`src/rtl/pon_burst_pkg.sv`:
```
// Shared types and helpers for the PON upstream burst PRBS generator.
// Holds the burst FSM state type, the PRBS order to feedback-tap lookup
// and the limits used to reject illegal parameter combinations.
package pon_burst_pkg;

  typedef enum logic [2:0] {
    IDLE,
    PREAMBLE,
    DELIM,
    PAYLOAD,
    GAP
  } burst_state_e;

  localparam int DATA_W_MIN  = 8;
  localparam int DATA_W_MAX  = 128;
  localparam int DATA_W_STEP = 8;

  // Second tap of the x^N + x^M + 1 polynomial; 0 flags an unsupported order.
  function automatic int prbs_tap(input int order);
    int tap;
    case (order)
      7:       tap = 6;
      15:      tap = 14;
      23:      tap = 18;
      31:      tap = 28;
      default: tap = 0;
    endcase
    return tap;
  endfunction

  function automatic bit prbs_order_legal(input int order);
    return prbs_tap(order) != 0;
  endfunction

endpackage

```
`src/rtl/prbs_word_lfsr.sv`:
```
// Parallel Fibonacci LFSR producing DATA_W PRBS bits per step.
// word_o is the next DATA_W bits of the sequence (MSB is the earliest bit);
// step_i consumes them, load_i restores the all-ones seed.
module prbs_word_lfsr
  import pon_burst_pkg::*;
#(
  parameter int DATA_W     = 32,
  parameter int PRBS_ORDER = 31
) (
  input  logic              clk_i,
  input  logic              rst_i,
  input  logic              step_i,
  input  logic              load_i,
  output logic [DATA_W-1:0] word_o
);

  localparam int TAP     = prbs_tap(PRBS_ORDER);
  localparam int TAP_IDX = (TAP > 0) ? TAP - 1 : 0;

  logic [PRBS_ORDER-1:0] state_q;
  logic [PRBS_ORDER-1:0] state_d;
  logic [PRBS_ORDER-1:0] walk;
  logic                  fb;

  // Unroll DATA_W serial shifts: each new bit is the XOR of the two taps.
  always_comb begin
    walk   = state_q;
    fb     = 1'b0;
    word_o = '0;
    for (int i = 0; i < DATA_W; i++) begin
      fb                 = walk[PRBS_ORDER-1] ^ walk[TAP_IDX];
      word_o[DATA_W-1-i] = fb;
      walk               = {walk[PRBS_ORDER-2:0], fb};
    end
    state_d = walk;
  end

  // Seed register: all ones out of reset or on reload, advance only when stepped.
  always_ff @(posedge clk_i or posedge rst_i) begin
    if (rst_i) begin
      state_q <= '1;
    end else if (load_i) begin
      state_q <= '1;
    end else if (step_i) begin
      state_q <= state_d;
    end
  end

endmodule

```
`src/rtl/pon_burst_prbs_gen.sv`:
```
// PON upstream burst generator: preamble words, one delimiter, a PRBS payload,
// then idle until the burst period expires. All stream outputs are registered.
// Build option: define PON_PRBS_RESEED_EN to reload the PRBS seed at every
// burst start (identical payload per burst); otherwise the sequence runs on.
module pon_burst_prbs_gen
  import pon_burst_pkg::*;
#(
  parameter int DATA_W     = 32,
  parameter int CNT_W      = 32,
  parameter int PRBS_ORDER = 31
) (
  input  logic                tx_axis_usrclk,
  input  logic                reset_in,
  input  logic                enable,
  input  logic [CNT_W-1:0]    preamble_length,
  input  logic [CNT_W-1:0]    burst_length,
  input  logic [CNT_W-1:0]    burst_period,
  input  logic [DATA_W-1:0]   preamble,
  input  logic [DATA_W-1:0]   delimiter,
  output logic [DATA_W-1:0]   m_axis_tdata,
  output logic                m_axis_tvalid,
  input  logic                m_axis_tready,
  output logic                m_axis_tlast,
  output logic                m_axis_tuser,
  output logic [DATA_W/8-1:0] m_axis_tkeep,
  output logic [CNT_W-1:0]    burst_count,
  output logic                overrun,
  output logic                cfg_err
);

  if (!((DATA_W >= DATA_W_MIN) && (DATA_W <= DATA_W_MAX) &&
        (DATA_W % DATA_W_STEP == 0) && prbs_order_legal(PRBS_ORDER))) begin : g_bad_params
    $error("pon_burst_prbs_gen: illegal DATA_W or PRBS_ORDER");
  end

`ifdef PON_PRBS_RESEED_EN
  localparam bit RESEED = 1'b1;
`else
  localparam bit RESEED = 1'b0;
`endif

  localparam logic [CNT_W-1:0] ONE = CNT_W'(1);

  burst_state_e        state_q, state_d;
  logic [CNT_W-1:0]    preLen_q, preLen_d;
  logic [CNT_W-1:0]    burstLen_q, burstLen_d;
  logic [CNT_W-1:0]    period_q, period_d;
  logic [DATA_W-1:0]   preWord_q, preWord_d;
  logic [DATA_W-1:0]   delimWord_q, delimWord_d;
  logic [CNT_W-1:0]    wordCnt_q, wordCnt_d;
  logic [CNT_W-1:0]    periodCnt_q, periodCnt_d;
  logic [DATA_W-1:0]   tdata_q, tdata_d;
  logic                tvalid_q, tvalid_d;
  logic                tlast_q, tlast_d;
  logic                tuser_q, tuser_d;
  logic [DATA_W/8-1:0] tkeep_q, tkeep_d;
  logic [CNT_W-1:0]    burstCount_q, burstCount_d;
  logic                overrun_q, overrun_d;
  logic                cfgErr_q, cfgErr_d;

  logic                handshake;
  logic                periodReached;
  logic                startBurst;
  logic                lfsrStep;
  logic                lfsrLoad;
  logic [DATA_W-1:0]   prbsWord;

  assign handshake     = tvalid_q & m_axis_tready;
  // True once the counter sits at burst_period-1 (or beyond, when saturated).
  assign periodReached = (({1'b0, periodCnt_q} + {{CNT_W{1'b0}}, 1'b1}) >= {1'b0, period_q});
  assign lfsrLoad      = startBurst & RESEED;

  prbs_word_lfsr #(
    .DATA_W     (DATA_W),
    .PRBS_ORDER (PRBS_ORDER)
  ) u_lfsr (
    .clk_i  (tx_axis_usrclk),
    .rst_i  (reset_in),
    .step_i (lfsrStep),
    .load_i (lfsrLoad),
    .word_o (prbsWord)
  );

  // Burst sequencing: word advance on handshake, period timing, status flags.
  always_comb begin
    state_d      = state_q;
    preLen_d     = preLen_q;
    burstLen_d   = burstLen_q;
    period_d     = period_q;
    preWord_d    = preWord_q;
    delimWord_d  = delimWord_q;
    wordCnt_d    = wordCnt_q;
    periodCnt_d  = periodCnt_q;
    tdata_d      = tdata_q;
    tvalid_d     = tvalid_q;
    tlast_d      = tlast_q;
    tuser_d      = tuser_q;
    tkeep_d      = tkeep_q;
    burstCount_d = burstCount_q;
    overrun_d    = overrun_q;
    cfgErr_d     = cfgErr_q;
    startBurst   = 1'b0;
    lfsrStep     = 1'b0;

    if ((state_q != IDLE) && (periodCnt_q != period_q)) begin
      periodCnt_d = periodCnt_q + ONE;
    end

    case (state_q)
      IDLE: begin
        if (enable) begin
          if (burst_length != '0) begin
            startBurst = 1'b1;
          end else begin
            cfgErr_d = 1'b1;
          end
        end
      end
      PREAMBLE: begin
        if (handshake) begin
          tuser_d = 1'b0;
          if (wordCnt_q == preLen_q - ONE) begin
            state_d   = DELIM;
            tdata_d   = delimWord_q;
            wordCnt_d = '0;
          end else begin
            wordCnt_d = wordCnt_q + ONE;
          end
        end
      end
      DELIM: begin
        if (handshake) begin
          state_d   = PAYLOAD;
          tuser_d   = 1'b0;
          tdata_d   = prbsWord;
          lfsrStep  = 1'b1;
          tlast_d   = (burstLen_q == ONE);
          wordCnt_d = '0;
        end
      end
      PAYLOAD: begin
        if (handshake) begin
          tuser_d = 1'b0;
          if (tlast_q) begin
            state_d      = GAP;
            tvalid_d     = 1'b0;
            tlast_d      = 1'b0;
            tkeep_d      = '0;
            tdata_d      = '0;
            burstCount_d = burstCount_q + ONE;
            if (periodReached) begin
              overrun_d = 1'b1;
            end
          end else begin
            tdata_d   = prbsWord;
            lfsrStep  = 1'b1;
            wordCnt_d = wordCnt_q + ONE;
            tlast_d   = ((wordCnt_q + ONE) == (burstLen_q - ONE));
          end
        end
      end
      GAP: begin
        if (periodReached) begin
          if (enable && (burst_length != '0)) begin
            startBurst = 1'b1;
          end else begin
            state_d = IDLE;
            if (enable) begin
              cfgErr_d = 1'b1;
            end
          end
        end
      end
      default: begin
        state_d = IDLE;
      end
    endcase

    if (startBurst) begin
      preLen_d    = preamble_length;
      burstLen_d  = burst_length;
      period_d    = burst_period;
      preWord_d   = preamble;
      delimWord_d = delimiter;
      periodCnt_d = '0;
      wordCnt_d   = '0;
      state_d     = (preamble_length != '0) ? PREAMBLE : DELIM;
      tdata_d     = (preamble_length != '0) ? preamble : delimiter;
      tvalid_d    = 1'b1;
      tuser_d     = 1'b1;
      tlast_d     = 1'b0;
      tkeep_d     = '1;
      cfgErr_d    = 1'b0;
    end
  end

  // State and output registers; reset drops every output to zero at once.
  always_ff @(posedge tx_axis_usrclk or posedge reset_in) begin
    if (reset_in) begin
      state_q      <= IDLE;
      preLen_q     <= '0;
      burstLen_q   <= '0;
      period_q     <= '0;
      preWord_q    <= '0;
      delimWord_q  <= '0;
      wordCnt_q    <= '0;
      periodCnt_q  <= '0;
      tdata_q      <= '0;
      tvalid_q     <= 1'b0;
      tlast_q      <= 1'b0;
      tuser_q      <= 1'b0;
      tkeep_q      <= '0;
      burstCount_q <= '0;
      overrun_q    <= 1'b0;
      cfgErr_q     <= 1'b0;
    end else begin
      state_q      <= state_d;
      preLen_q     <= preLen_d;
      burstLen_q   <= burstLen_d;
      period_q     <= period_d;
      preWord_q    <= preWord_d;
      delimWord_q  <= delimWord_d;
      wordCnt_q    <= wordCnt_d;
      periodCnt_q  <= periodCnt_d;
      tdata_q      <= tdata_d;
      tvalid_q     <= tvalid_d;
      tlast_q      <= tlast_d;
      tuser_q      <= tuser_d;
      tkeep_q      <= tkeep_d;
      burstCount_q <= burstCount_d;
      overrun_q    <= overrun_d;
      cfgErr_q     <= cfgErr_d;
    end
  end

  assign m_axis_tdata  = tdata_q;
  assign m_axis_tvalid = tvalid_q;
  assign m_axis_tlast  = tlast_q;
  assign m_axis_tuser  = tuser_q;
  assign m_axis_tkeep  = tkeep_q;
  assign burst_count   = burstCount_q;
  assign overrun       = overrun_q;
  assign cfg_err       = cfgErr_q;

endmodule

```
`config.mk`:
```
export PLATFORM = sky130hd
export DESIGN_NAME = pon_burst_prbs_gen
export DESIGN_NICKNAME = d
export VERILOG_FILES = /design/src/rtl/pon_burst_pkg.sv /design/src/rtl/prbs_word_lfsr.sv /design/src/rtl/pon_burst_prbs_gen.sv
export SDC_FILE = /design/constraint.sdc
export NUM_CORES = 1
export LEC_CHECK = 0
export BUFFER_PORTS_ARGS = -buffer_cell sky130_fd_sc_hd__buf_2
export CORE_MARGIN = 4
export CORE_UTILIZATION = 50
export CTS_BUF_LIST = sky130_fd_sc_hd__clkbuf_16
export DETAILED_ROUTE_END_ITERATION = 8
export GPL_TIMING_DRIVEN = 0
export PLACE_DENSITY = 0.72
export SYNTH_ARGS = -nofsm -noshare
export SYNTH_HDL_FRONTEND = slang
export SYNTH_SLANG_ARGS = --single-unit
export TNS_END_PERCENT = 20
```
`constraint.sdc`:
```
create_clock -name tx_axis_usrclk -period 14.9 [get_ports tx_axis_usrclk]
set_clock_uncertainty 0.2 [all_clocks]
set_input_delay 0 -clock tx_axis_usrclk [delete_from_list [all_inputs] [get_ports tx_axis_usrclk]]
set_output_delay 0 -clock tx_axis_usrclk [all_outputs]
set_load 0.01 [all_outputs]
```
; Word level (Yosys, flattened, before mapping)
; Index checks and enable logic that the tools add are counted.
; Widths: inputs -> output; s select.
[word_totals]
reg_bits = 299
output_inout_bits = 73
n_memories = 0
mem_bits_ro = 0
input_bits = 164
wordCells = 159
latch_bits = 0
ramBits = 0
[classes]
n_lt_le_gt_ge = 1
bitwise_logic = 33
eq_ne = 20
n_shift = 0
n_reduce_logical = 24
multipliers = 0
add_sub_neg = 6
div = 0
muxes = 59
[op_table]
columns = op, count
row1 = $mux 32, 15
row2 = $pmux 32 s3, 2
row3 = $add 32x1->32 const B, 3
row4 = $eq 32x32->1, 2
row5 = $reduce_bool 32->1, 2
row6 = $sub 32x1->32 const B, 2
row7 = $add 32x1->33 const B, 1
row8 = $ge 33x32->1, 1
row9 = $ne 3x3->1 const B, 11
row10 = $eq 32x1->1 const B, 1
row11 = $ne 32x32->1, 1
row12 = $xor 1x1->1, 32
row13 = $mux 1, 24
row14 = $mux 3, 8
row15 = $mux 4, 4
row16 = $pmux 3 s5, 1
row17 = $reduce_and 5->1, 2
row18 = $reduce_bool 2->1, 5
row19 = $reduce_and 3->1, 3
row20 = $reduce_bool 3->1, 3
row21 = $pmux 1 s2, 4
row22 = $reduce_and 8->1, 1
row23 = $eq 3x2->1 const B, 2
row24 = $reduce_and 6->1, 1
row25 = 11 further kinds, 12

; Logic depth before layout (Yosys ltp)
[logic_depth]
word_depth = 7
ltp_mapped = 22
ltp_nobuf = 17

; Modules after synthesis
; A second synthesis with hierarchy kept.
[hier_totals]
hier_cells = 1831
area_unflattened_um2 = 18078.6
[by_module_without_submodules]
columns = mod, n_inst, seq_area_each_um2, cells_each, area_per_inst_um2
row1 = pon_burst_prbs_gen, 1, 6606.3, 1695, 16417.0
row2 = prbs_word_lfsr, 1, 814.5, 136, 1661.6

; Worst setup path after synthesis
; OpenSTA, ideal clock, no wires.
[synth_path]
path_type = reg-to-reg
start = reg periodCnt_q[3]
end = reg periodCnt_q[18]
path_buffers = 4
stages_incl_launch_ff = 22
setup_slack_ns = 9.813
t_required_ns = 14.566
t_arrival_ns = 4.753
period_less_slack_ns = 5.087
setup_time_ns = 0.134
cell_sequence = dfrtp_1 buf_2 nand4_1 nor4_1 and3_1 clkbuf_1 nand2_1 nor2_1 nand3_1 xnor2_1 ha_1 nand3_1 nor2_1 a221oi_1 o2111ai_1 a211oi_2 a21oi_4 o31ai_1 or2_1 buf_2 buf_2 o31ai_1
[synth_via]
elab_chain_len = 5
elab_cells_between_ends = 10
cone_classes = add/sub: 2 / order compare: 1 / eq/ne: 1 / mux: 4 / reduce/logical: 2
[synth_rtl]
columns = item, line
row1 = "start, declared", pon_burst_prbs_gen.sv:51  ; logic [CNT_W-1:0] periodCnt_q, periodCnt_d;
row2 = "start signal, assigned", pon_burst_prbs_gen.sv:224  ; periodCnt_q <= periodCnt_d;
row3 = $add 32x1->33, pon_burst_prbs_gen.sv:70  ; assign periodReached = (({1'b0, periodCnt_q} + {{CNT_W{1'b0}}, 1'b1}) >= {1'b0, period_q});
row4 = $ge 33x32->1, pon_burst_prbs_gen.sv:70
row5 = $mux 1, pon_burst_prbs_gen.sv:163  ; if (periodReached) begin
row6 = $pmux 1 s2, pon_burst_prbs_gen.sv:109  ; case (state_q)
row7 = $mux 32 or $reduce_bool 2->1 (tied branches), --
; Several ways; a longest one is shown, not always the timed one. The select of a mux whose other input is x is not followed.
; A chain may end at the register's enable or synchronous reset.

; Final worst setup path
[layout_path]
start = reg periodCnt_q[2]
end = reg tdata_q[0] (netlist: m_axis_tdata[0])
[layout_via]
elab_chain_len = 6
elab_cells_between_ends = 11
cone_classes = add/sub: 1 / order compare: 1 / eq/ne: 4 / mux: 3 / reduce/logical: 2
[layout_rtl]
columns = item, line
row1 = $add 32x1->33 (*), pon_burst_prbs_gen.sv:70
row2 = $ge 33x32->1 (*), pon_burst_prbs_gen.sv:70
row3 = $mux 1 (*), pon_burst_prbs_gen.sv:163
row4 = $pmux 1 s2 (*), pon_burst_prbs_gen.sv:109
row5 = $ne 3x3->1 (no line) or $reduce_bool 4->1 (tied branches), --
row6 = $reduce_and 5->1 (no line), --
row7 = "end signal, assigned", pon_burst_prbs_gen.sv:225  ; tdata_q <= tdata_d;
row8 = "end, declared", pon_burst_prbs_gen.sv:52  ; logic [DATA_W-1:0] tdata_q, tdata_d;
; Mark *: on every way between the ends. The rest lies on a longest branch, timed or not.

==> metrics.yaml <==
ctsHoldBuffers: 167
required_ns: 15.10
yosys.area.top_type: "dfrtp_1"
cts_root_buffer: "clkbuf_16"
reg2reg_slack_ns: 8.24
overflow: 0
slew_headroom_pct: 18.2
worstPathArrival_ns: 6.86
synthesis.area_mm2: 0.0177
clkSlewWorstSetupHoldPaths_ns: 0.06
clkSinkCount: 295
place_hpwl_um: 37600
drive_above_1_share_pct: 20.3
tritoncts.num_buffers: 34
design.die.area_mm2: 0.0384
reg2reg_from: "periodCnt_q[2]"
r2r_end: "m_axis_tdata[0]"
finalHoldViolCount: 0
grtUsageTotal_pct: 26.6
finalSetupViolCount: 0
final.min_clock_period_ns: 6.66
endpoint_kind: "register"
via_count: 15800
grt_pass1_wl_um: 84500
initial_core_util_pct: 51.0
antenna_found_initial: 0
synth_edf_count: 0
cpMostUsedCell: "nand3_1"
post-route-period-util_pct: 44.7
synthFlopType: "dfrtp_1"
synth_cells: 1829
worst-setup-path-type: "register to register"
avgSynthCellArea_um2: 9.67
p_per_area_mw_per_mm2: 135
io_buffers: 236
grt_max_degree: 124
num_io_pins: 237
layout_common_cells: "264 x dfrtp_1, 259 x buf_2, 181 x nand2_1, 167 x dlygate4sd3_1, 152 x xnor2_1"
synthArstFlopShare_pct: 100
hold_class: "primary input to register"
final_max_slew_viol_count: 0
cts_buffer_depth: 3
area_growth_pct: 25.9
antenna_left: 0
layout.cells.most_common: "dfrtp_1"
post_cts_buffers: 0
start_kind: "register"
critPathMaxFanout: 10
crit_chain: "clkbuf_1 -> nand3_1 -> nor4_1 -> and3_1 -> clkbuf_1 -> nand2_1 -> nor2_1 -> nand3_1 -> xnor2_1 -> ha_1 -> nand3_1 -> nor2_1 -> a221oi_1 -> o2111ai_1 -> a211oi_2 -> a21oi_4 -> buf_2 -> buf_2 -> a211oi_1 -> a21oi_1 -> mux2_1"
rows: 68
grt_pass1_vias: 16000
hold_ws_ns: 0.0203
seq_area_frac_synth_pct: 42.0
totalWireLength_um: 52200
max_freq_ghz: 0.150
antennaDiodeCount: 0
drcViolationCount: 0
coreArea_mm2: 0.0347
yosysTopAreaCellShare_pct: 37.3
syn_nets: 2031
ys_ff_latch: 295
cpMaxStageDelayCell: "nor4_1"
r2r_cells: 21
yosysWarnings: 0
tightest_slew_ns: 1.22
nets: 2472
leakage_nw: 9.53
cts-resized-gates: 0
cts_max_level: 2
gp_congestion: 0.914
maxCapViolCount: 0
drtPass1Iterations: 5
startpoint: "periodCnt_q[2]"
slowest_delay_ns: 1.02
vdd.ir_drop.worst_v: 0.000111
synth_area_leaders: "dfrtp_1 37%, xnor2_1 7.5%, mux2_2 6.2%, dfstp_2 4.6%, xor2_1 4.4%"
drt_iter0_markers: 942
die_w_um: 196
vias_per_cell: 5.74
cts_tree: "done"
fp.dieH_um: 196
clk_latency_ns: 0.53
synth.distinct_cells: 74
final.setup.tns_ns: 0
outcome: "finished, final reports clean"
crit_end: "m_axis_tdata[0]"
rsz0062_at_grt: "no"
routedWlPerCell_um: 19.0
[per-stage QoR]
step | instance area [um^2] | total power [W] | utilization, % | setup WS, ns | cells
after global routing | 22300 | 0.00320 | 64.2 | 7.81 | 2750
after floorplan | 17700 | 0.00184 | - | 6.60 | 1829
after detailed placement | 19500 | 0.00214 | 56.2 | 8.43 | 2522
after CTS | 22300 | 0.00302 | 64.2 | 8.37 | 2750
final | 22300 | 0.00302 | 64.2 | 8.24 | 2750
after global placement | 19400 | 0.00210 | 56.0 | 3.14 | 2520
[worst min path at each step]
| stage | startpoint | to | slack [ns] | cells after the start |
|---|---|---|---|---|
| detailed placement | reset_in | burst_count[24] | -0.17 | 2 |
| floorplan | burst_length[0] | burstLen_q[0] | -0.08 | 2 |
| CTS | burst_period[10] | period_q[10] | 0.001 | 4 |
| global placement | burst_period[19] | period_q[19] | 0.01 | 3 |
| global route | burst_period[10] | period_q[10] | 0.03 | 4 |
| finish | burst_period[10] | period_q[10] | 0.02 | 4 |
[Yosys cell counts (all sizes together), types with 20 or more instances]
cell / count
a211oi: 34
a21oi: 57
and3: 20
buf: 32
clkbuf: 87
dfrtp: 264
dfstp: 31
ha: 38
inv: 60
mux2: 129
mux2i: 35
nand2: 181
nand2b: 28
nand3: 61
nand4: 60
nor2: 99
nor3: 22
nor4: 54
o21ai: 115
xnor2: 152
xor2: 89
[flip-flops by register name, summed over array words and instances (netlist names)]
signal          cells
m_axis_tuser        1
m_axis_tlast        1
m_axis_tdata       32
delimWord_q        32
periodCnt_q        32
burstLen_q         32
overrun             1
m_axis_tkeep        1
state_q             3
wordCnt_q          32
cfg_err             1
u_lfsr.state_q     31
preLen_q           32
burst_count        32
period_q           32
[critical path, delay by kind of cell (launching register included)]
family          cells  cell delay (ns)
xor+xnor            1             0.17
mux                 1             0.34
simple gates        8             2.43
buf+inv             4             1.02
compound gates      6             1.77
flops               1             0.33
fa+ha+maj           1             0.27
[power by group]
part	internal, W	leakage [nW]	switching [W]
sequential	0.00101	3.70	0.000202
clock	0.000475	0.550	0.000359
combinational	0.000469	5.28	0.000504
[cells by family after synthesis]
| family | count (synthesis) | synth area share [%] |
|---|---|---|
| AND/OR/NAND/NOR | 596 | 17.4 |
| AO/OA/AOI/OAI | 314 | 11.4 |
| flip-flops | 295 | 42.0 |
| XOR/XNOR | 243 | 12.2 |
| buffers and inverters | 179 | 4.18 |
| multiplexers | 164 | 10.2 |
| adder cells (fa/ha/maj) | 38 | 2.69 |
[per-layer routing]
metal / GRT usage (%) / wire length (um)
met4: 7.91 / 1460
met5: 0 / 0
met3: 4.34 / 2960
met1: 35.0 / 22200
met2: 45.6 / 25700
[area by class of cell]
cell class                 instances  area [um^2]
multi-input combinational       1355         9530
inverter                          60          233
sequential                       295         7420
fill                            2828        12400
clock buffer                      34          851
clock inverter                    27          249
tap                              455          569
timing repair buffer             405         2910
buffer                           119          514
(Power assumes the default switching activity.)
